`src/rtl/tx_framer_if.sv`:
```
// Gateway pull handshake plus framed byte stream for tx_framer.
// The master modport is the framer side; the slave modport is the gateway/sink side.
interface tx_framer_if #(
  parameter int jumbo_dw = 11
);
  logic                tx_req;
  logic [jumbo_dw-1:0] tx_len;
  logic                tx_ack;
  logic                tx_gate;
  logic [7:0]          tx_byte;
  logic [7:0]          out_data;
  logic                out_valid;
  logic                out_ready;
  logic                out_last;
  logic                busy;

  modport master (
    input  tx_req, tx_len, tx_byte, out_ready,
    output tx_ack, tx_gate, out_data, out_valid, out_last, busy
  );

  modport slave (
    output tx_req, tx_len, tx_byte, out_ready,
    input  tx_ack, tx_gate, out_data, out_valid, out_last, busy
  );
endinterface

```
`src/rtl/tx_framer.sv`:
```
// Frames a gateway reply as: 16-bit length, payload (zero-padded to min_len),
// then the inverted 16-bit ones-complement sum of payload and pad bytes.
module tx_framer #(
  parameter int jumbo_dw = 11,
  parameter int min_len  = 46,
  parameter int fifo_aw  = 2
) (
  input  logic         clk,
  input  logic         rst,
  tx_framer_if.master  bus
);
  localparam int depth = 2 ** fifo_aw;
  localparam logic [15:0]        min_len_w = 16'(min_len);
  localparam logic [fifo_aw+1:0] depth_w   = (fifo_aw + 2)'(depth);

  typedef enum logic [2:0] {
    IDLE, HDR_HI, HDR_LO, PAYLOAD, PAD, CK_HI, CK_LO
  } state_t;

  state_t state_reg, state_next;

  logic              rst_q_reg;
  logic [15:0]       len_reg;
  logic [15:0]       frame_len_reg;
  logic [15:0]       data_cnt_reg;
  logic [15:0]       pull_cnt_reg;
  logic [15:0]       sum_reg, sum_next;
  logic              odd_reg;
  logic              inflight_reg;

  logic [7:0]        fifo_mem [depth];
  logic [fifo_aw-1:0] wr_ptr_reg, rd_ptr_reg;
  logic [fifo_aw:0]  count_reg;

  logic [15:0]       tx_len_w;
  logic [15:0]       data_cnt_inc;
  logic [fifo_aw+1:0] occ_w;
  logic [15:0]       ck_w;
  logic [15:0]       word_w;
  logic [16:0]       sum_raw;

  logic              ack;
  logic              gate;
  logic              pulling;
  logic              valid;
  logic              last;
  logic [7:0]        data;
  logic              xfer;
  logic              fifo_wr;
  logic              fifo_rd;
  logic              data_xfer;

  assign tx_len_w     = 16'(bus.tx_len);
  assign data_cnt_inc = data_cnt_reg + 16'd1;
  assign occ_w        = {1'b0, count_reg} + {{(fifo_aw + 1){1'b0}}, inflight_reg};
  assign ck_w         = ~sum_reg;

  // Pulls run from the header onward; in-flight bytes count against FIFO room
  // so the FIFO can never overflow.
  assign pulling = ((state_reg == HDR_HI) || (state_reg == HDR_LO) || (state_reg == PAYLOAD))
                   && (pull_cnt_reg < len_reg);
  assign gate    = pulling && (occ_w < depth_w);

  assign xfer      = valid && bus.out_ready;
  assign fifo_wr   = inflight_reg;
  assign fifo_rd   = xfer && (state_reg == PAYLOAD);
  assign data_xfer = xfer && ((state_reg == PAYLOAD) || (state_reg == PAD));

  // Each byte is added at its big-endian position; end-around carry folded per add.
  assign word_w   = odd_reg ? {8'h00, data} : {data, 8'h00};
  assign sum_raw  = {1'b0, sum_reg} + {1'b0, word_w};
  assign sum_next = sum_raw[15:0] + {15'd0, sum_raw[16]};

  // State register
  always_ff @(posedge clk) begin
    if (rst) begin
      state_reg <= IDLE;
    end else begin
      state_reg <= state_next;
    end
  end

  // Next-state logic
  always_comb begin
    state_next = state_reg;
    case (state_reg)
      IDLE: begin
        if (ack) state_next = HDR_HI;
      end
      HDR_HI: begin
        if (xfer) state_next = HDR_LO;
      end
      HDR_LO: begin
        if (xfer) begin
          if (len_reg != 16'd0)            state_next = PAYLOAD;
          else if (frame_len_reg != 16'd0) state_next = PAD;
          else                             state_next = CK_HI;
        end
      end
      PAYLOAD: begin
        if (xfer && (data_cnt_inc == len_reg)) begin
          state_next = (frame_len_reg > len_reg) ? PAD : CK_HI;
        end
      end
      PAD: begin
        if (xfer && (data_cnt_inc == frame_len_reg)) state_next = CK_HI;
      end
      CK_HI: begin
        if (xfer) state_next = CK_LO;
      end
      CK_LO: begin
        if (xfer) state_next = IDLE;
      end
      default: state_next = IDLE;
    endcase
  end

  // Output logic; the first IDLE cycle after reset never acks
  always_comb begin
    ack   = 1'b0;
    valid = 1'b0;
    last  = 1'b0;
    data  = 8'h00;
    case (state_reg)
      IDLE: begin
        ack = bus.tx_req && !rst_q_reg;
      end
      HDR_HI: begin
        valid = 1'b1;
        data  = frame_len_reg[15:8];
      end
      HDR_LO: begin
        valid = 1'b1;
        data  = frame_len_reg[7:0];
      end
      PAYLOAD: begin
        valid = (count_reg != '0);
        data  = valid ? fifo_mem[rd_ptr_reg] : 8'h00;
      end
      PAD: begin
        valid = 1'b1;
      end
      CK_HI: begin
        valid = 1'b1;
        data  = ck_w[15:8];
      end
      CK_LO: begin
        valid = 1'b1;
        last  = 1'b1;
        data  = ck_w[7:0];
      end
      default: begin
        valid = 1'b0;
      end
    endcase
  end

  assign bus.tx_ack    = ack;
  assign bus.tx_gate   = gate;
  assign bus.out_valid = valid;
  assign bus.out_last  = last;
  assign bus.out_data  = data;
  assign bus.busy      = (state_reg != IDLE);

  // Frame bookkeeping and checksum accumulation
  always_ff @(posedge clk) begin
    if (rst) begin
      rst_q_reg     <= 1'b1;
      len_reg       <= 16'd0;
      frame_len_reg <= 16'd0;
      data_cnt_reg  <= 16'd0;
      pull_cnt_reg  <= 16'd0;
      sum_reg       <= 16'd0;
      odd_reg       <= 1'b0;
      inflight_reg  <= 1'b0;
    end else begin
      rst_q_reg    <= 1'b0;
      inflight_reg <= gate;
      if (ack) begin
        len_reg       <= tx_len_w;
        frame_len_reg <= (tx_len_w < min_len_w) ? min_len_w : tx_len_w;
        data_cnt_reg  <= 16'd0;
        pull_cnt_reg  <= 16'd0;
        sum_reg       <= 16'd0;
        odd_reg       <= 1'b0;
      end else begin
        if (gate) pull_cnt_reg <= pull_cnt_reg + 16'd1;
        if (data_xfer) begin
          data_cnt_reg <= data_cnt_inc;
          sum_reg      <= sum_next;
          odd_reg      <= ~odd_reg;
        end
      end
    end
  end

  // Byte FIFO control; pointers wrap naturally at the depth
  always_ff @(posedge clk) begin
    if (rst) begin
      wr_ptr_reg <= '0;
      rd_ptr_reg <= '0;
      count_reg  <= '0;
    end else begin
      if (fifo_wr) wr_ptr_reg <= wr_ptr_reg + 1'b1;
      if (fifo_rd) rd_ptr_reg <= rd_ptr_reg + 1'b1;
      case ({fifo_wr, fifo_rd})
        2'b10:   count_reg <= count_reg + 1'b1;
        2'b01:   count_reg <= count_reg - 1'b1;
        default: count_reg <= count_reg;
      endcase
    end
  end

  always_ff @(posedge clk) begin
    if (fifo_wr) fifo_mem[wr_ptr_reg] <= bus.tx_byte;
  end
endmodule

```
`src/flat_wrapper.sv`:
```
// flat-port wrapper written by rule: the top's interface ports become plain ports
module tx_framer_flat 
#(
  parameter int jumbo_dw = 11,
  parameter int min_len  = 46,
  parameter int fifo_aw  = 2
)
  (clk, rst, bus_tx_req, bus_tx_len, bus_tx_byte, bus_out_ready, bus_tx_ack, bus_tx_gate, bus_out_data, bus_out_valid, bus_out_last, bus_busy);
  tx_framer_if #(.jumbo_dw(jumbo_dw)) bus_i ();
  input  logic clk;
  input  logic rst;
  input wire logic [$bits(bus_i.tx_req)-1:0] bus_tx_req;
  input wire logic [$bits(bus_i.tx_len)-1:0] bus_tx_len;
  input wire logic [$bits(bus_i.tx_byte)-1:0] bus_tx_byte;
  input wire logic [$bits(bus_i.out_ready)-1:0] bus_out_ready;
  output wire logic [$bits(bus_i.tx_ack)-1:0] bus_tx_ack;
  output wire logic [$bits(bus_i.tx_gate)-1:0] bus_tx_gate;
  output wire logic [$bits(bus_i.out_data)-1:0] bus_out_data;
  output wire logic [$bits(bus_i.out_valid)-1:0] bus_out_valid;
  output wire logic [$bits(bus_i.out_last)-1:0] bus_out_last;
  output wire logic [$bits(bus_i.busy)-1:0] bus_busy;
  assign bus_i.tx_req = bus_tx_req;
  assign bus_i.tx_len = bus_tx_len;
  assign bus_i.tx_byte = bus_tx_byte;
  assign bus_i.out_ready = bus_out_ready;
  assign bus_tx_ack = bus_i.tx_ack;
  assign bus_tx_gate = bus_i.tx_gate;
  assign bus_out_data = bus_i.out_data;
  assign bus_out_valid = bus_i.out_valid;
  assign bus_out_last = bus_i.out_last;
  assign bus_busy = bus_i.busy;
  tx_framer #(.jumbo_dw(jumbo_dw), .min_len(min_len), .fifo_aw(fifo_aw)) u_core (.clk(clk), .rst(rst), .bus(bus_i));
endmodule
```
`config.mk`:
```
export PLATFORM = sky130hd
export DESIGN_NAME = tx_framer_flat
export DESIGN_NICKNAME = d
export VERILOG_FILES = /design/src/rtl/tx_framer_if.sv /design/src/rtl/tx_framer.sv /design/src/flat_wrapper.sv
export SDC_FILE = /design/constraint.sdc
export NUM_CORES = 1
export LEC_CHECK = 0
export BUFFER_PORTS_ARGS = -buffer_cell sky130_fd_sc_hd__buf_2
export CELL_PAD_IN_SITES_DETAIL_PLACEMENT = 1
export CELL_PAD_IN_SITES_GLOBAL_PLACEMENT = 2
export CORE_MARGIN = 3
export CORE_UTILIZATION = 35
export DETAILED_ROUTE_END_ITERATION = 12
export PLACE_DENSITY = 0.79
export SLEW_MARGIN = 25
export SYNTH_ARGS = -nofsm -noshare
export SYNTH_HDL_FRONTEND = slang
export SYNTH_SLANG_ARGS = --single-unit
```
`constraint.sdc`:
```
create_clock -name clk -period 4.9 [get_ports clk]
set_input_delay 0.49 -clock clk [delete_from_list [all_inputs] [get_ports clk]]
set_output_delay 0.49 -clock clk [all_outputs]
set_load 0.02 [all_outputs]
```
Yosys cells after proc, flatten, opt, wreduce, memory -nomap -nowiden
Memories as Yosys holds them, arrays and structs flattened. A register that Yosys moved wholly into a read port is not among the register bits.
Index checks and enable logic that the tools add are counted.
{ "word_totals": {"reg_bits": 88, "latchBits": 0, "ramBits": 32, "romBits": 0, "inputBits": 23, "out_inout_bits": 13, "wordCells": 90, "n_memories": 1} }
{ "op_classes": {"add_sub_neg": 9, "mul": 0, "div": 0, "order_cmp": 4, "eq_ne": 17, "shift": 0, "mux": 24, "bitwise": 2, "n_reduce_logical": 21} }
{ "mem_list": {"columns": ["name", "depth", "width", "rd", "rd_ports_with_merged_regs", "wr", "line_no", "rtl"], "rows": [
  ["u_core.fifo_mem", 4, 8, 1, 1, 1, "tx_framer.sv:31", "logic [7:0] fifo_mem [depth];"]
]} }
{ "ops": {"columns": ["op", "count"], "rows": [
  ["$pmux W8 S5", 1],
  ["$add A16 B1 Y16 const B", 2],
  ["$reduce_bool A16 Y1", 2],
  ["$mux W3", 8],
  ["$pmux W3 S7", 1],
  ["$add A16 B16 Y17", 1],
  ["$add A16 B1 Y16", 1],
  ["$eq A16 B11 Y1", 1],
  ["$eq A16 B16 Y1", 1],
  ["$gt A16 B11 Y1", 1],
  ["$lt A16 B11 Y1", 1],
  ["$mux W16", 1],
  ["$not A16 Y16", 1],
  ["$lt A11 B6 Y1 const B", 1],
  ["$mux W11", 1],
  ["$eq A3 B3 Y1 const B", 3],
  ["$logic_and A1 B1 Y1", 8],
  ["$mux W8", 1],
  ["$ne A2 B1 Y1 const B", 4],
  ["$mux W1", 7],
  ["$reduce_and A7 Y1", 1],
  ["$eq A3 B2 Y1 const B", 2],
  ["$ne A2 B2 Y1 const B", 3],
  ["$pmux W3 S2", 1],
  ["other kinds (18)", 23]
]} }

Logic depth before layout (Yosys ltp)
Gate-level depths: netlist of run 1.
{ "logic_depth": {"word_depth": 7, "depth_mapped": 23, "depth_no_buf": 21} }

Worst setup path after synthesis of run 1
No wires, ideal clock.
{ "synth_path": {"kind": "register to register", "startpoint": "reg (tool-made name)", "endpoint": "reg u_core.sum_reg[14]", "setup_ns": 0.074, "arrival_ns": 4.690, "required_ns": 4.826, "setup_slack_ns": 0.135, "stages_incl_launch_ff": 22, "path_buffers": 2, "synth_period_minus_slack_ns": 4.765, "cell_sequence": "dfxtp_1 -> clkbuf_1 -> mux4_2 -> a221o_1 -> and2_1 -> ha_1 -> buf_2 -> a21o_1 -> a21oi_1 -> a211oi_2 -> o41ai_2 -> nor2b_1 -> o21ai_0 -> nand2b_1 -> ha_1 -> ha_1 -> and3_1 -> nand3b_1 -> nor3_2 -> nand4_1 -> or4_1 -> a31oi_1"} }
{ "synth_lines": {"columns": ["item", "line_no", "rtl"], "rows": [
  ["to (signal assigned)", "tx_framer.sv:190", "sum_reg <= sum_next;"],
  ["to (decl)", "tx_framer.sv:27", "logic [15:0] sum_reg, sum_next;"]
]} }

==> metrics.md, run 1 <==
| Metric | Value |
|---|---|
| Synth warnings | `0` |
| Syn Inst Count | `between 800 and 900` |
| Worst clock skew | `14.4 ps` |
| Max-slew violation count | `0` |
| Pre-CTS WS | `71.2 ps` |
| Worst Tran Pin Value | `approximately 800 ps` |
| CTS Sinks | `117` |
| Clk root buf | `clkbuf_16` |
| Netlist cell types | `80` |
| FF-to-FF End | `u_core.sum_reg[12]` |
| TritonCTS buffer count | `17` |
| Top cells by area, synth | `dfxtp_1 23%, edfxtp_1 13%, ha_1 7.8%, xnor2_1 5.4%, nand2_1 4.3%` |
| Post-synthesis sequential element count | `around 120` |
| Status | `finished clean` |
| Fillers | `between 2,000 and 2,500` |
| Vias in the first global route | `approximately 6,200` |
| Initial Util | `between 30% and 40%` |
| Cell taking the most area after synthesis | `dfxtp_1` |
| Drt initial violations | `288` |
| GP Congestion | `roughly 0.87` |
| DR vias/cell | `~5.4` |
| Reg2reg setup slack | `200 ps` |
| Hold-fix buffers at CTS | `0` |
| Cell row count | `52` |
| Multi-input gate area | `4460 µm²` |
| WP data arrival | `4990 ps` |
| Biggest register | `u_core.fifo_mem` |
| DRC Markers | `0` |
| Reg2reg path depth | `21` |
| Initial antenna violation count | `0` |
| Endpoints failing setup | `0` |
| Die area | `around 23,000 µm²` |
| Hold endpoint | `u_core.fifo_mem[1][3]` |
| Max reg flops | `32` |
| Most used DFF post-synth | `dfxtp_1` |
| Hold path start | `bus_tx_byte[3]` |
| Synth Cell Area | `between 7000 and 8000 µm²` |
| Core area | `20,400 µm²` |
| Lkg Pwr | `3.20 nW` |
| Fmax | `between 200 and 250 MHz` |
| Routed via count | `just over 6,000` |
| WL/cell | `18.6 µm` |
| Max clock buf depth | `2` |
| CP required | `5190 ps` |
| Average size of a mapped cell | `8.93 µm²` |
| Number of max-cap violations | `0` |
| Worst Path Max Fanout | `3` |
| DRT Pass-1 Iters | `5` |
| Cell area power density | `around 300 nW/µm²` |
| Post-layout minimum cycle time | `4700 ps` |
| Top-area cell type share of the netlist area | `between 20% and 30%` |
| Worst skew pair latency | `between 400 and 500 ps` |
| Layout Nets | `931` |
| Worst slew margin | `about 46%` |
| Worst Path Class, Setup | `flip-flop to flip-flop` |
| H-tree levels | `4` |
| Detailed Place HPWL | `16,200 µm` |
| Seq. cell area | `~2700 µm²` |
| Crit. End Element | `flip-flop` |
| Sequential share of the synthesized area | `between 30% and 40%` |
| Fin. Hold Viols | `0` |
| Fraction of registers with async set/reset | `0%` |
| Setup_tns | `0 ps` |
| Total global routing overflow | `0` |
| Die Span X | `~150 µm` |
| Number of synthesized flops with an enable pin | `32` |
| Hold Path Class | `primary input to flip-flop` |
| Chip height | `151 µm` |
| Hold Path Cell Cnt | `1` |
| Period Utilization, post-route | `95.9%` |
| Startpoint types | `flip-flop` |
| First-pass GRT wire length | `~34,000 µm` |
| Pin count of the biggest net entering global routing | `40` |
| Total routed wirelength | `about 21,000 µm` |
| GRT Total Usage | `about a fifth` |
| Setup WS post-layout | `201 ps` |
| ANT cells | `0` |
| Share of cells above drive strength 1 | `between 10% and 20%` |
| IO Pins | `36` |
| Port bufs | `35` |
| Maximum vdd drop | `~0.25 mV` |
| Post-Syn Nets | `around 900` |
| Area growth, synth to finish | `16.1%` |
| CTS tree | `built` |
| Antenna-violating nets left | `0` |
| Clock-pin slew on the worst setup and hold paths | `around 60 ps` |
[layout by cell type, fill, tap and decap left out, drive strengths merged, types with 23 or more instances in the layout]
cell type / n
o21ai: 37
nor2: 72
nand3: 28
dfxtp: 85
inv: 44
buf: 57
xnor2: 45
nand2: 86
edfxtp: 32
ha: 46
xor2: 23
a21oi: 62
[worst max-delay path, stage by stage (launching register included)]
cell      delay [ps]
dfxtp_2          380
mux4_2           530
a22o_1           280
and2_1           170
ha_1             210
fa_1             410
a21o_1           220
a22oi_2          210
a211oi_2         110
o41ai_2          400
nor2b_1           90
o21ai_1          130
nand2b_1          90
ha_1             220
ha_1             200
and3_1           170
nand3b_1         170
nor3_4            80
nand4_1          120
buf_4            130
xor2_1           140
a21oi_1           80
[cell type report]
class | count | area share, %
flip-flops and latches | 117 | 31.2
well taps | 270 | 3.96
repair buffers | 57 | 4.03
multi-input cells | 634 | 52.3
clock inverters | 15 | 2.10
inverters | 33 | 1.45
clock buffers | 17 | 4.98
[Yosys cell counts (all sizes together) (17+ instances only)]
master / count
xnor2: 45
and2: 21
nor2: 72
nand2: 86
inv: 32
nor3: 21
buf: 18
o21ai: 37
edfxtp: 32
dfxtp: 85
ha: 46
clkbuf: 21
xor2: 23
a21oi: 62
nand3: 28
nand4: 17
[kinds of logic after synthesis]
group,count (synthesis),share of synthesized area (%)
xor gates and xnor gates,70,8.71
buffers and inverters,72,4.03
and+or+nand+nor,321,22.7
AOI/OAI and AO/OA,181,16.6
DFF,117,36.2
muxes,14,3.33
adders and majority gates,48,8.37
[metal layers]
layer / GRT usage (%) / wire length [µm] / vias up
li1: - / - / 3051
met2: 30.1 / 9820 / 78
met4: 7.07 / 528 / 0
met5: 0 / 0 / -
met1: 27.2 / 10300 / 3019
met3: 3.23 / 562 / 30
[what timing repair did]
action	in CTS	in global routing
resized for setup	0	17
setup buffers	0	3
setup endpoints to repair	0	7
[per-stage QoR]
stage / std cells / util (%) / total power [mW] / cell area, µm² / hold slack, ps
floorplan: 823 / - / 1.20 / 7350 / 421
global placement: 1108 / 38.4 / 1.28 / 7840 / 434
detailed placement: 1108 / 38.4 / 1.29 / 7840 / 441
CTS: 1140 / 41.3 / 2.60 / 8440 / 261
global route: 1143 / 41.8 / 2.67 / 8530 / 273
finish: 1143 / 41.8 / 2.57 / 8530 / 278
[power breakdown]
group	switching (mW)	internal, mW
Sequential	0.0233	1.01
Clock	0.533	0.772
Combinational	0.142	0.0898
[how the worst max path moves through the flow]
stage                    from                 end  cells after the start
floorplan           flip-flop  u_core.sum_reg[14]                     21
global placement    flip-flop  u_core.sum_reg[13]                     21
CTS                 flip-flop  u_core.sum_reg[13]                     21
finish              flip-flop  u_core.sum_reg[12]                     21
global route        flip-flop  u_core.sum_reg[14]                     21
detailed placement  flip-flop  u_core.sum_reg[13]                     21
Note: power is estimated with default switching activity, not from simulation.
==> inputs of run 2 (changes only) <==
--- a/config.mk
+++ b/config.mk
@@ -11,6 +11,7 @@
 export CORE_MARGIN = 3
 export CORE_UTILIZATION = 35
 export DETAILED_ROUTE_END_ITERATION = 12
+export MAX_ROUTING_LAYER = met4
 export PLACE_DENSITY = 0.79
 export SLEW_MARGIN = 25
 export SYNTH_ARGS = -nofsm -noshare
==> metrics.md, run 2 (same netlist as run 1, synthesis figures left out) <==
| Metric | Value |
|---|---|
| WP data arrival | `5010 ps (+20 ps)` |
| Worst clock skew | `21.9 ps (+7.51 ps)` |
| Antenna-violating nets left | `0 (unchanged)` |
| Fin. Hold Viols | `0 (unchanged)` |
| Fmax | `212 MHz (-0.34%)` |
| Pre-CTS WS | `71.2 ps (unchanged)` |
| CTS Sinks | `117 (unchanged)` |
| Total global routing overflow | `0 (unchanged)` |
| Chip height | `151 µm (unchanged)` |
| CP required | `5190 ps (about the same)` |
| Endpoints failing setup | `0 (unchanged)` |
| Max clock buf depth | `2 (unchanged)` |
| DRC Markers | `0 (unchanged)` |
| Vias in the first global route | `6,228 (+0.048%)` |
| DRT Pass-1 Iters | `4 (-1)` |
| Post-layout minimum cycle time | `4720 ps (+16.0 ps)` |
| Number of max-cap violations | `0 (unchanged)` |
| Worst Path Class, Setup | `flip-flop to flip-flop` |
| Port bufs | `35 (unchanged)` |
| Total chip power | `2.57 mW (about the same)` |
| Fillers | `2,441 (unchanged)` |
| Status | `finished clean` |
| Startpoint types | `flip-flop` |
| Commonest non-fill, non-tap cell in the layout | `nand2_1` |
| Setup_tns | `0 ps (unchanged)` |
| Initial Util | `36.0% (unchanged)` |
| Total routed wirelength | `21,300 µm (+0.13%)` |
| Die area | `22,800 µm² (unchanged)` |
| CTS tree | `built` |
| Period Utilization, post-route | `96.2% (+0.33 points)` |
| Cell row count | `52 (unchanged)` |
| Drt initial violations | `302 (+4.9%)` |
| Share of cells above drive strength 1 | `15.8% (unchanged)` |
| Lkg Pwr | `3.20 nW (unchanged)` |
| Area growth, synth to finish | `16.1% (unchanged)` |
| End of the critical path | `u_core.sum_reg[12]` |
| Detailed Place HPWL | `16,200 µm (unchanged)` |
| Seq. cell area | `2670 µm² (unchanged)` |
| Max-slew violation count | `0 (unchanged)` |
| Core area | `20,400 µm² (unchanged)` |
| First-pass GRT wire length | `34,400 µm (unchanged)` |
| H-tree levels | `4 (unchanged)` |
| Layout Nets | `931 (unchanged)` |
| ANT cells | `0 (unchanged)` |
| Worst Tran Pin Value | `762 ps (-50.6 ps)` |
| Biggest register | `u_core.fifo_mem` |
| Hold Path Class | `primary input to flip-flop` |
| Hold-fix buffers at CTS | `0 (unchanged)` |
| End-of-flow core utilization | `41.8% (unchanged)` |
| Clock-pin slew on the worst setup and hold paths | `60 ps (about the same)` |
| Worst skew pair latency | `430 ps (about the same)` |
| DR vias/cell | `5.38 (-0.49%)` |
| Worst Path Max Fanout | `3 (unchanged)` |
| Routed via count | `6,148 (-0.49%)` |
| Cell area power density | `301 nW/µm² (about the same)` |
| Reg2reg setup slack | `180 ps (-20 ps)` |
| Crit. End Element | `flip-flop` |
| GP Congestion | `0.881 (+1.6%)` |
| FF-to-FF End | `u_core.sum_reg[12]` |
| Die Span X | `151 µm (unchanged)` |
| Multi-input gate area | `4460 µm² (unchanged)` |
| Setup WS post-layout | `185 ps (-16.0 ps)` |
| Most frequent cells in the layout | `85 x nand2_1, 83 x dfxtp_1, 69 x nor2_1, 60 x a21oi_1, 45 x xnor2_1` |
| Reg2reg path depth | `21 (unchanged)` |
| IO Pins | `36 (unchanged)` |
| Clk root buf | `clkbuf_16` |
| Max reg flops | `32 (unchanged)` |
| Maximum vdd drop | `0.250 mV (-0.34%)` |
| TritonCTS buffer count | `17 (unchanged)` |
| GRT Total Usage | `20.0% (+0.56 points)` |
| Worst slew margin | `49.0% (+3.4 points)` |
| Initial antenna violation count | `0 (unchanged)` |
| Pin count of the biggest net entering global routing | `40 (unchanged)` |
| WL/cell | `18.6 µm (+0.13%)` |
-- run 2: final cells by class --
cell class	instances	share of cell area (%)
multi-input combinational	634	52.3
clock buffer	17	4.98
clock inverter	15	2.10
tap	270	3.96
timing repair buffer	57	4.03
sequential	117	31.2
inverter	33	1.45
-- run 2: per-stage QoR --
stage	area, µm²	instances	hold slack, ps
2_1_floorplan	7350	823	421
3_3_place_gp	7840	1108	434
3_5_place_dp	7840	1108	441
4_1_cts	8440	1140	261
5_1_grt	8530	1143	273
6_report	8530	1143	274
-- run 2: power breakdown --
part | leakage [nW] | internal [mW] | total (mW) | switching (mW)
Combinational | 1.93 | 0.0899 | 0.232 | 0.142
Sequential | 0.977 | 1.01 | 1.03 | 0.0232
Clock | 0.299 | 0.772 | 1.31 | 0.535
-- run 2: repair_timing --
action | 4_1_cts | 5_1_grt
resized for setup | 0 | 17
buffers inserted | 0 | 3
setup endpoints to repair | 0 | 7
-- run 2: worst min-delay path by stage --
| stage | endpoint | startpoint | slack, ps | cells after the start |
|---|---|---|---|---|
| floorplan | u_core.pull_cnt_reg[12] | u_core.pull_cnt_reg[12] | 420 | 1 |
| global placement | u_core.pull_cnt_reg[12] | u_core.pull_cnt_reg[12] | 430 | 1 |
| detailed placement | u_core.pull_cnt_reg[12] | u_core.pull_cnt_reg[12] | 440 | 1 |
| CTS | u_core.fifo_mem[2][6] | bus_tx_byte[6] | 260 | 1 |
| global route | u_core.fifo_mem[0][6] | bus_tx_byte[6] | 270 | 1 |
| finish | u_core.fifo_mem[0][5] | bus_tx_byte[5] | 270 | 1 |
-- run 2: worst max-delay path: stages (launching register included) --
cell      delay (ps)
dfxtp_2          380
mux4_2           530
a22o_1           280
and2_1           170
ha_1             210
fa_1             410
a21o_1           220
a22oi_2          200
a211oi_2         110
o41ai_2          410
nor2b_1           90
o21ai_1          130
nand2b_1          90
ha_1             220
ha_1             200
and3_1           170
nand3b_1         170
nor3_4            80
nand4_1          120
buf_4            130
xor2_1           140
a21oi_1           80
-- run 2: routing by layer --
layer | vias to the layer above | track usage (%) | share of wire [%]
li1 | 3048 | - | -
met1 | 3000 | 27.3 | 49
met2 | 76 | 30.1 | 46
met3 | 24 | 3.14 | 2.6
met4 | 0 | 7.07 | 2.2
met5 | - | - | 0
